## src/rtl/r_i_cpu_mc.sv

```systemverilog
// Multi-cycle R/I-type MIPS-format core: FETCH -> DECODE -> EXEC -> WB, one instruction per 4+ cycles.
// Optional beq/bne support is compiled in when R_I_CPU_BRANCH_EN is defined.
module r_i_cpu_mc #(
  parameter int DATA_W = 32,
  parameter int REG_AW = 5,
  parameter int PC_W   = 6
) (
  input  logic              clka,
  input  logic              rsta,
  input  logic              hold,
  output logic              inst_req,
  output logic [PC_W-1:0]   inst_addr,
  input  logic [31:0]       inst_data,
  input  logic              inst_valid,
  output logic              ofa,
  output logic              zfa,
  output logic [DATA_W-1:0] douta,
  output logic              ill,
  output logic [1:0]        o_dbg_state
);
  // Handshake: the core holds inst_req high with a stable inst_addr while in FETCH
  // and not held; an instruction is taken only on a cycle where inst_valid & inst_req.
  typedef enum logic [1:0] {S_FETCH = 2'd0, S_DECODE = 2'd1, S_EXEC = 2'd2, S_WB = 2'd3} state_t;

  localparam int NREG = 2 ** REG_AW;
  localparam int MSB  = DATA_W - 1;

  state_t              r_state, w_next;
  logic [PC_W-1:0]     r_pc, w_pc_inc, w_pc_next;
  logic [31:0]         r_ir;
  logic [DATA_W-1:0]   r_regs [NREG];
  logic [DATA_W-1:0]   r_a, r_b, r_res;
  logic [4:0]          r_dst;
  logic                r_wr, r_ill;

  logic [5:0]          w_op, w_funct;
  logic [4:0]          w_rs, w_rt, w_rd, w_shamt;
  logic [15:0]         w_imm;
  logic [DATA_W-1:0]   w_imm_se, w_imm_ze, w_imm_hi, w_sum, w_diff, w_sumi;
  logic [DATA_W-1:0]   w_res;
  logic [4:0]          w_dst;
  logic                w_ovf, w_alu, w_br;

  assign w_op     = r_ir[31:26];
  assign w_rs     = r_ir[25:21];
  assign w_rt     = r_ir[20:16];
  assign w_rd     = r_ir[15:11];
  assign w_shamt  = r_ir[10:6];
  assign w_funct  = r_ir[5:0];
  assign w_imm    = r_ir[15:0];
  assign w_imm_se = {{(DATA_W-16){w_imm[15]}}, w_imm};
  assign w_imm_ze = {{(DATA_W-16){1'b0}}, w_imm};
  assign w_imm_hi = w_imm_ze << 16;
  assign w_sum    = r_a + r_b;
  assign w_diff   = r_a - r_b;
  assign w_sumi   = r_a + w_imm_se;

  assign inst_req    = rsta & ~hold & (r_state == S_FETCH);
  assign inst_addr   = r_pc;
  assign ill         = (r_state == S_WB) & r_ill;
  assign o_dbg_state = r_state;
  assign w_pc_inc    = r_pc + PC_W'(1);

  // r0 and addresses beyond the implemented file read as zero.
  function automatic logic [DATA_W-1:0] rd_reg(input logic [4:0] a);
    if (a == 5'd0 || int'(a) >= NREG) return '0;
    return r_regs[a[REG_AW-1:0]];
  endfunction

  always_ff @(posedge clka or negedge rsta) begin
    if (!rsta) r_state <= S_FETCH;
    else       r_state <= w_next;
  end

  always_comb begin
    w_next = r_state;
    case (r_state)
      S_FETCH:  if (inst_valid && inst_req) w_next = S_DECODE;
      S_DECODE: w_next = S_EXEC;
      S_EXEC:   w_next = S_WB;
      S_WB:     w_next = S_FETCH;
      default:  w_next = S_FETCH;
    endcase
  end

`ifdef R_I_CPU_BRANCH_EN
  logic            r_taken, w_taken;
  logic [PC_W-1:0] w_off;
  assign w_off     = PC_W'($signed(w_imm));
  assign w_pc_next = r_taken ? (w_pc_inc + w_off) : w_pc_inc;
  always_ff @(posedge clka or negedge rsta) begin
    if (!rsta)                  r_taken <= 1'b0;
    else if (r_state == S_EXEC) r_taken <= w_taken;
  end
`else
  assign w_pc_next = w_pc_inc;
`endif

  always_comb begin
    w_res = '0;
    w_ovf = 1'b0;
    w_alu = 1'b1;
    w_br  = 1'b0;
    w_dst = w_rt;
`ifdef R_I_CPU_BRANCH_EN
    w_taken = 1'b0;
`endif
    case (w_op)
      6'h00: begin
        w_dst = w_rd;
        case (w_funct)
          6'h20: begin w_res = w_sum;  w_ovf = (r_a[MSB] == r_b[MSB]) && (w_sum[MSB] != r_a[MSB]); end
          6'h22: begin w_res = w_diff; w_ovf = (r_a[MSB] != r_b[MSB]) && (w_diff[MSB] != r_a[MSB]); end
          6'h24: w_res = r_a & r_b;
          6'h25: w_res = r_a | r_b;
          6'h26: w_res = r_a ^ r_b;
          6'h27: w_res = ~(r_a | r_b);
          6'h2A: w_res = {{(DATA_W-1){1'b0}}, ($signed(r_a) < $signed(r_b))};
          6'h00: w_res = r_b << w_shamt;
          6'h02: w_res = r_b >> w_shamt;
          default: w_alu = 1'b0;
        endcase
      end
      6'h08: begin w_res = w_sumi; w_ovf = (r_a[MSB] == w_imm_se[MSB]) && (w_sumi[MSB] != r_a[MSB]); end
      6'h0A: w_res = {{(DATA_W-1){1'b0}}, ($signed(r_a) < $signed(w_imm_se))};
      6'h0C: w_res = r_a & w_imm_ze;
      6'h0D: w_res = r_a | w_imm_ze;
      6'h0E: w_res = r_a ^ w_imm_ze;
      6'h0F: w_res = w_imm_hi;
`ifdef R_I_CPU_BRANCH_EN
      6'h04: begin w_alu = 1'b0; w_br = 1'b1; w_taken = (r_a == r_b); end
      6'h05: begin w_alu = 1'b0; w_br = 1'b1; w_taken = (r_a != r_b); end
`endif
      default: w_alu = 1'b0;
    endcase
  end

  always_ff @(posedge clka or negedge rsta) begin
    if (!rsta) begin
      r_pc  <= '0;
      r_ir  <= '0;
      r_a   <= '0;
      r_b   <= '0;
      r_res <= '0;
      r_dst <= '0;
      r_wr  <= 1'b0;
      r_ill <= 1'b0;
      ofa   <= 1'b0;
      zfa   <= 1'b0;
      douta <= '0;
      for (int i = 0; i < NREG; i++) r_regs[i] <= '0;
    end else begin
      case (r_state)
        S_FETCH:  if (inst_valid && inst_req) r_ir <= inst_data;
        S_DECODE: begin
          r_a <= rd_reg(w_rs);
          r_b <= rd_reg(w_rt);
        end
        S_EXEC: begin
          r_res <= w_res;
          r_dst <= w_dst;
          r_wr  <= w_alu;
          r_ill <= ~(w_alu | w_br);
          if (w_alu) begin
            ofa <= w_ovf;
            zfa <= (w_res == '0);
          end
        end
        S_WB: begin
          if (r_wr) begin
            douta <= r_res;
            if (r_dst != 5'd0 && int'(r_dst) < NREG) r_regs[r_dst[REG_AW-1:0]] <= r_res;
          end
          r_pc <= w_pc_next;
        end
        default: ;
      endcase
    end
  end
endmodule

```

## config.mk

```make
export PLATFORM = sky130hd
export DESIGN_NAME = r_i_cpu_mc
export DESIGN_NICKNAME = d
export VERILOG_FILES = /design/src/rtl/r_i_cpu_mc.sv
export SDC_FILE = /design/constraint.sdc
export NUM_CORES = 2
export LEC_CHECK = 0
export ABC_AREA = 1
export BUFFER_PORTS_ARGS = -buffer_cell sky130_fd_sc_hd__buf_2
export CAP_MARGIN = 20
export CELL_PAD_IN_SITES_DETAIL_PLACEMENT = 0
export CELL_PAD_IN_SITES_GLOBAL_PLACEMENT = 1
export CORE_MARGIN = 1.5
export CORE_UTILIZATION = 52
export CTS_BUF_LIST = sky130_fd_sc_hd__clkbuf_4
export DETAILED_ROUTE_END_ITERATION = 16
export HOLD_SLACK_MARGIN = 0.15
export PLACE_DENSITY_LB_ADDON = 0.1
export SLEW_MARGIN = 5
export SYNTH_ARGS = -nofsm -noshare
export SYNTH_HDL_FRONTEND = slang
export SYNTH_SLANG_ARGS = --single-unit
```

## constraint.sdc

```tcl
create_clock -name clka -period 7.7 [get_ports clka]
set_input_delay 0.385 -clock clka [delete_from_list [all_inputs] [get_ports clka]]
set_output_delay 0.385 -clock clka [all_outputs]
set_load 0.02 [all_outputs]
```

### Word level (Yosys, flattened, before mapping)

Index checks and enable logic that the tools add are counted.

| storage, ports and cells | value |
|---|---|
| register bits | 1,201 |
| bits of input ports | 36 |
| output and inout bits | 44 |
| word-level logic and storage cells | 139 |

| cells by class | value |
|---|---|
| add/sub/neg operators | 4 |
| magnitude comparators | 6 |
| equality and inequality tests | 24 |
| shift-type cells | 2 |
| muxes and demuxes | 26 |
| bitwise logic cells | 15 |
| reduce and logical (&&, ||, !) cells | 18 |

Operator list:

| kind | number |
|---|---|
| bitwise mux 1024 bit | 1 |
| binary-select mux 32 bit (select 5 bit) | 2 |
| 2-to-1 mux 32 bit | 9 |
| one-hot mux 32 bit (9 select lines) | 1 |
| one-hot mux 32 bit (7 select lines) | 1 |
| demux 32 bit (select 5 bit) | 1 |
| adder 32 bit | 2 |
| equality test 6 bit, second input constant | 7 |
| equality test 6 x 4 -> 1 bit, second input constant | 6 |
| bitwise AND 32 x 16 -> 32 bit | 1 |
| bitwise AND 32 bit | 1 |
| logical NOT 32 bit | 1 |
| less-than comparator 32 x 16 -> 1 bit | 1 |
| less-than comparator 32 bit | 1 |
| inverter 32 bit | 1 |
| OR 32 x 16 -> 32 bit | 1 |
| OR 32 bit | 1 |
| left shift 32 x 5 -> 32 bit | 1 |
| right shift 32 x 5 -> 32 bit | 1 |
| subtractor 32 bit | 1 |
| bitwise XOR 32 x 16 -> 32 bit | 1 |
| bitwise XOR 32 bit | 1 |
| greater-or-equal comparator 6 bit, second input constant | 3 |
| inverter 5 -> 6 bit | 3 |
| other kinds (24) | 46 |

### Logic depth before layout (Yosys ltp)

| depth | value |
|---|---|
| depth after elaboration | 6 |
| gate-level depth with buffers | 24 |
| gate-level depth less buffers | 23 |

### Worst setup path before layout

OpenSTA, ideal clock, no wires.

| path | value |
|---|---|
| path kind | register to register |
| from | reg r_ir[15] |
| to | reg zfa |
| setup time | 0.065 ns |
| data arrival time | 2.815 ns |
| data required time | 7.635 ns |
| slack | 4.820 ns |
| stages on the path, launching flop included | 17 |
| buffers on the path | 1 |
| period minus slack after synthesis | 2.880 ns |
| path through | dfrtp_1 -> inv_1 -> ha_1 -> buf_2 -> nand2_1 -> o21ai_0 -> a21oi_1 -> or2_2 -> nand3_1 -> nand2_1 -> nand3_1 -> nand2_1 -> a21oi_1 -> nand2_1 -> nor2_1 -> nand4_1 -> nand2_1 |

| on the way | value |
|---|---|
| longest elaborated chain between the ends | 3 |
| elaborated cells between the ends (all ways) | 7 |
| those cells by class | 1 x add/sub; 1 x order compare; 1 x mux; 3 x bitwise; 1 x reduce/logical |

Ends and longest elaborated chain:

| what | RTL line | RTL |
|---|---|---|
| start: declaration | 30 | `logic [31:0] r_ir;` |
| start signal: assignment | 154 | `S_FETCH: if (inst_valid && inst_req) r_ir <= inst_data;` |
| adder 32 bit, or another cell as far along | 56 | `assign w_sumi = r_a + w_imm_se;` |
| one-hot mux 32 bit (7 select lines) * | 108 | `case (w_op)` |
| logical NOT 32 bit * | 166 | `zfa <= (w_res == '0);` |
| end signal: assignment | 166 |  |
| end: declaration | 16 | `output logic zfa,` |

Mark *: on every way between the ends. The rest lies on a longest branch, timed or not.
A chain may end at the register's enable or synchronous reset.

### Final worst setup path

| path | value |
|---|---|
| from | reg r_ir[17] |
| to | reg r_b[5] |

| on the way | value |
|---|---|
| longest elaborated chain between the ends | 5 |
| elaborated cells between the ends (all ways) | 8 |
| those cells by class | 6 x mux; 1 x bitwise; 1 x reduce/logical |

Ends and longest elaborated chain:

| what | RTL line | RTL |
|---|---|---|
| inverter 5 -> 6 bit (not written as such) | 67 | `return r_regs[a[REG_AW-1:0]];` |
| binary-select mux 32 bit (select 5 bit) | 67 |  |
| 2-to-1 mux 32 bit (not written as such) (2 in series) | 67 |  |
| 2-to-1 mux 32 bit * | 67 |  |
| end signal: assignment | 157 | `r_b <= rd_reg(w_rt);` |
| end: declaration | 32 | `logic [DATA_W-1:0] r_a, r_b, r_res;` |

Mark *: on every way between the ends. The rest lies on a longest branch, timed or not. The select of a mux whose other input is x is not followed.

==> summary.txt <==
most common flop cell mapped by yosys: dfrtp_1
Critical Path Sink: r_b[5]
count of instances resized after the clock tree is built: 0
Via Count: 78539
average wire per cell in the routed design: 25.6 microns
GPL Wtd Cong: 1.08
Slew HR: 20.9%
number of maximum-capacitance constraint violations: 0
depth of the worst register-to-register path: 9
CP Launch Point: r_ir[17]
total core area: 0.141 sq mm
Startpoint Class: register
fraction of layout cells with a size suffix above 1: 8.00%
Yosys warnings: 0
largest fanout on the critical path: 56
iteration-0 DRC count of the detailed router: 11276
Seq/Total Area, Yosys: 40.6%
maximum clock frequency: 226 MHz
main combinational cell family by area after synthesis: compound AO/OA/AOI/OAI gates
CP Class: reg2reg
row cnt: 138
leakage power: 34.6 nW
via density per instance: 6.28
post-synthesis cell area: 0.0741 sq mm
number of setup violations in the final report: 0
number of synthesized register bits: 1201
final-report hold violation count: 0
wire length of the first global-routing pass: 473000 microns
final-layout fill cell count: 13826
number of primary I/O pins: 80
r2r endpoint: r_b[5]
global-route usage over all layers: 43.3%
global route overflow: 0
number of search-and-repair iterations in the first detailed-routing pass: 8
synthesized-area fraction occupied by xor and xnor cells: 0.142%
maximum root-to-sink buffer count: 4
internal power: 14.5 mW
total count of max-transition violations in the final report: 0
arrival time reported for the critical path endpoint: 5590 ps
count of unique library cells instantiated by Yosys: 60
Synthesized Nets: 10814
cell area after placement: 0.0748 sq mm
Die X: 381 microns
# DRC: 0
Max VDD drop: 0.336 mV
Simple-Gate Fraction of Synth Area: 23.5%
data required time at the worst endpoint: 8870 ps
area used by sequential logic in the layout: 0.0301 sq mm
maximum number of pins on one net before global-route repair: 173
kind of end point of the critical path: register
clk_lat worst skew: 1320 ps
worst hold-check path type: in2reg
total power divided by cell area: 404 mW/mm^2
cell area after layout: 0.0799 sq mm
clock slew at the register clock pins of the worst setup and hold paths: 70 ps
TritonCTS buffer count: 346
area used by multi-input combinational logic: 0.0381 sq mm
final worst-path cycle share: 57.4%
Comb pwr share: 57.1%
Starting Density: 52.4%
Sw Ratio: 55.1%
compound-gate portion of the synthesized area: 24.4%
fraction of the mapped netlist area in adder cells: 3.14%
number of standard cells after synthesis: 10594
Total Wirelength: 320000 microns
Worst Max-Slew Pin Slew: 1190 ps
die outline area: 0.145 sq mm
top-area cell type share of the netlist area: 40.6%
post-route antenna net violation count: 0
# port buffers: 79
setup_tns: 0 ps
time the final worst path needs with I/O delays and setup: 4420 ps
net switching power: 17.8 mW
skew final: 129 ps
clock network power share: 18.1%
mean area per synthesized cell: 6.99 sq um
quantity of hold-fixing buffers added after cts: 81
area delta synth->final: 7.85%
Layout Nets: 10600
CTS tree: yes
library cell with the largest summed area after synthesis: dfrtp_1
fraction of registers with async set or reset after synthesis: 100%
top-count cell post-synth: nand2_1
most frequent cells after synthesis: nand2_1, o21ai_0, dfrtp_1
Clock Root Buffer: clkbuf_4
setup repair after global routing missed its margin: no
total clock sinks: 1201
multiplexer share of the synthesized area: 0.0895%
number of antenna violations at the first check in global routing: 12
number of global-route vias before repair: 73191
run status: completed
Sequential Power Share: 24.8%
count of flip-flops with a built-in enable after synthesis: 0
setup slack of the worst register-to-register path: 3280 ps
Post-Route Hold Slack: 351 ps
dominant cells by area after synthesis: dfrtp_1, o21ai_0, nand2_1
Crit Reg-Reg Startpoint: r_ir[17]
HPWL after detailed placement: 206000 microns
number of buffers inserted to repair setup after CTS: 0
H-tree depth reported by CTS: 5
overall die height: 381 microns
-- cell families (layout without fill, tap and decap cells) --
kind of cell / Yosys count / count (layout)
other: 0 / 11
adders and majority gates: 184 / 184
buffers and inverters: 1547 / 1550
AOI/OAI and AO/OA: 3297 / 3297
muxes: 6 / 6
xor gates and xnor gates: 12 / 12
and+or+nand+nor: 4347 / 4347
DFF: 1201 / 1201
-- area by class of cell --
class                           count  area share, %
Antenna cell                       11         0.0344
Clock buffer                      502           4.72
Clock inverter                     63          0.371
Inverter                          679           3.23
Multi-Input combinational cell   7846           47.7
Sequential cell                  1201           37.7
Tap cell                         1890           2.96
Timing Repair Buffer              306           3.38
-- state kept, by name, indices dropped and copies added, names as in the netlist, 2 cells and up --
register     cells
r_dst            5
r_res           32
r_ir            32
r_b             32
r_regs        1024
douta           32
o_dbg_state      2
r_a             32
inst_addr        6
-- power by group through the flow --
| stage | Sequential (mW) | Combinational, mW | Clock (mW) |
|---|---|---|---|
| after CTS | 7.94 | 17.6 | 5.92 |
| after floorplan | 7.48 | 11.3 | 0 |
| after detailed placement | 8.05 | 17.5 | 0 |
| after global routing | 8.02 | 19.6 | 6.26 |
| after global placement | 8.02 | 17.4 | 0 |
| final | 8.01 | 18.5 | 5.84 |
-- critical path, cell delays in order, from the launching register on --
cell,delay (ps)
dfrtp_4,720
inv_6,370
buf_4,680
buf_4,800
o21ai_0,200
o22ai_1,240
nand2_1,100
a32oi_1,810
o21ai_0,170
o21ai_0,110
-- worst min-delay path by stage --
stage          start       end  cells after the start
2_1_floorplan   rsta  douta[0]                      0
3_3_place_gp    rsta    r_b[7]                      1
3_5_place_dp    rsta    r_b[7]                      1
4_1_cts         hold   r_ir[5]                      5
5_1_grt         hold  r_ir[12]                      5
6_report        hold   r_ir[4]                      5
-- through the flow --
step	utilization (%)	power, mW	instances	worst slack, ps
after floorplan	-	18.7	10594	4820
after global placement	52.8	25.4	11826	3430
after detailed placement	52.9	25.5	11831	3470
after CTS	56.3	31.5	12477	3530
after global routing	56.5	33.8	12493	3190
final	56.5	32.3	12498	3280
-- cell usage in the layout, fill, tap and decap left out, drive strengths merged, types with 7 or more instances in the layout --
cell type,n
nor3,43
a21oi,379
o21a,7
a221oi,131
o21ai,2327
nand4,43
xor2,7
o22ai,274
a32o,62
o21bai,13
clkbuf,503
a32oi,64
nand3,588
o211ai,14
inv,681
nand2,2772
ha,181
clkinv,58
dfrtp,1201
nor2,869
dlygate4sd3,80
buf,225
nand3b,9
diode,11
a31oi,8
-- metal layers --
| layer | part of all wire (%) | vias up | wire [microns] | GRT usage [%] |
|---|---|---|---|---|
| met5 | 0.021 | - | 66 | 0 |
| met4 | 7.9 | 10 | 25200 | 31.0 |
| met3 | 11 | 1110 | 34400 | 9.17 |
| met2 | 42 | 5028 | 135000 | 62.9 |
| met1 | 39 | 37118 | 126000 | 57.2 |
| li1 | - | 35273 | - | - |
(Power assumes the default switching activity.)
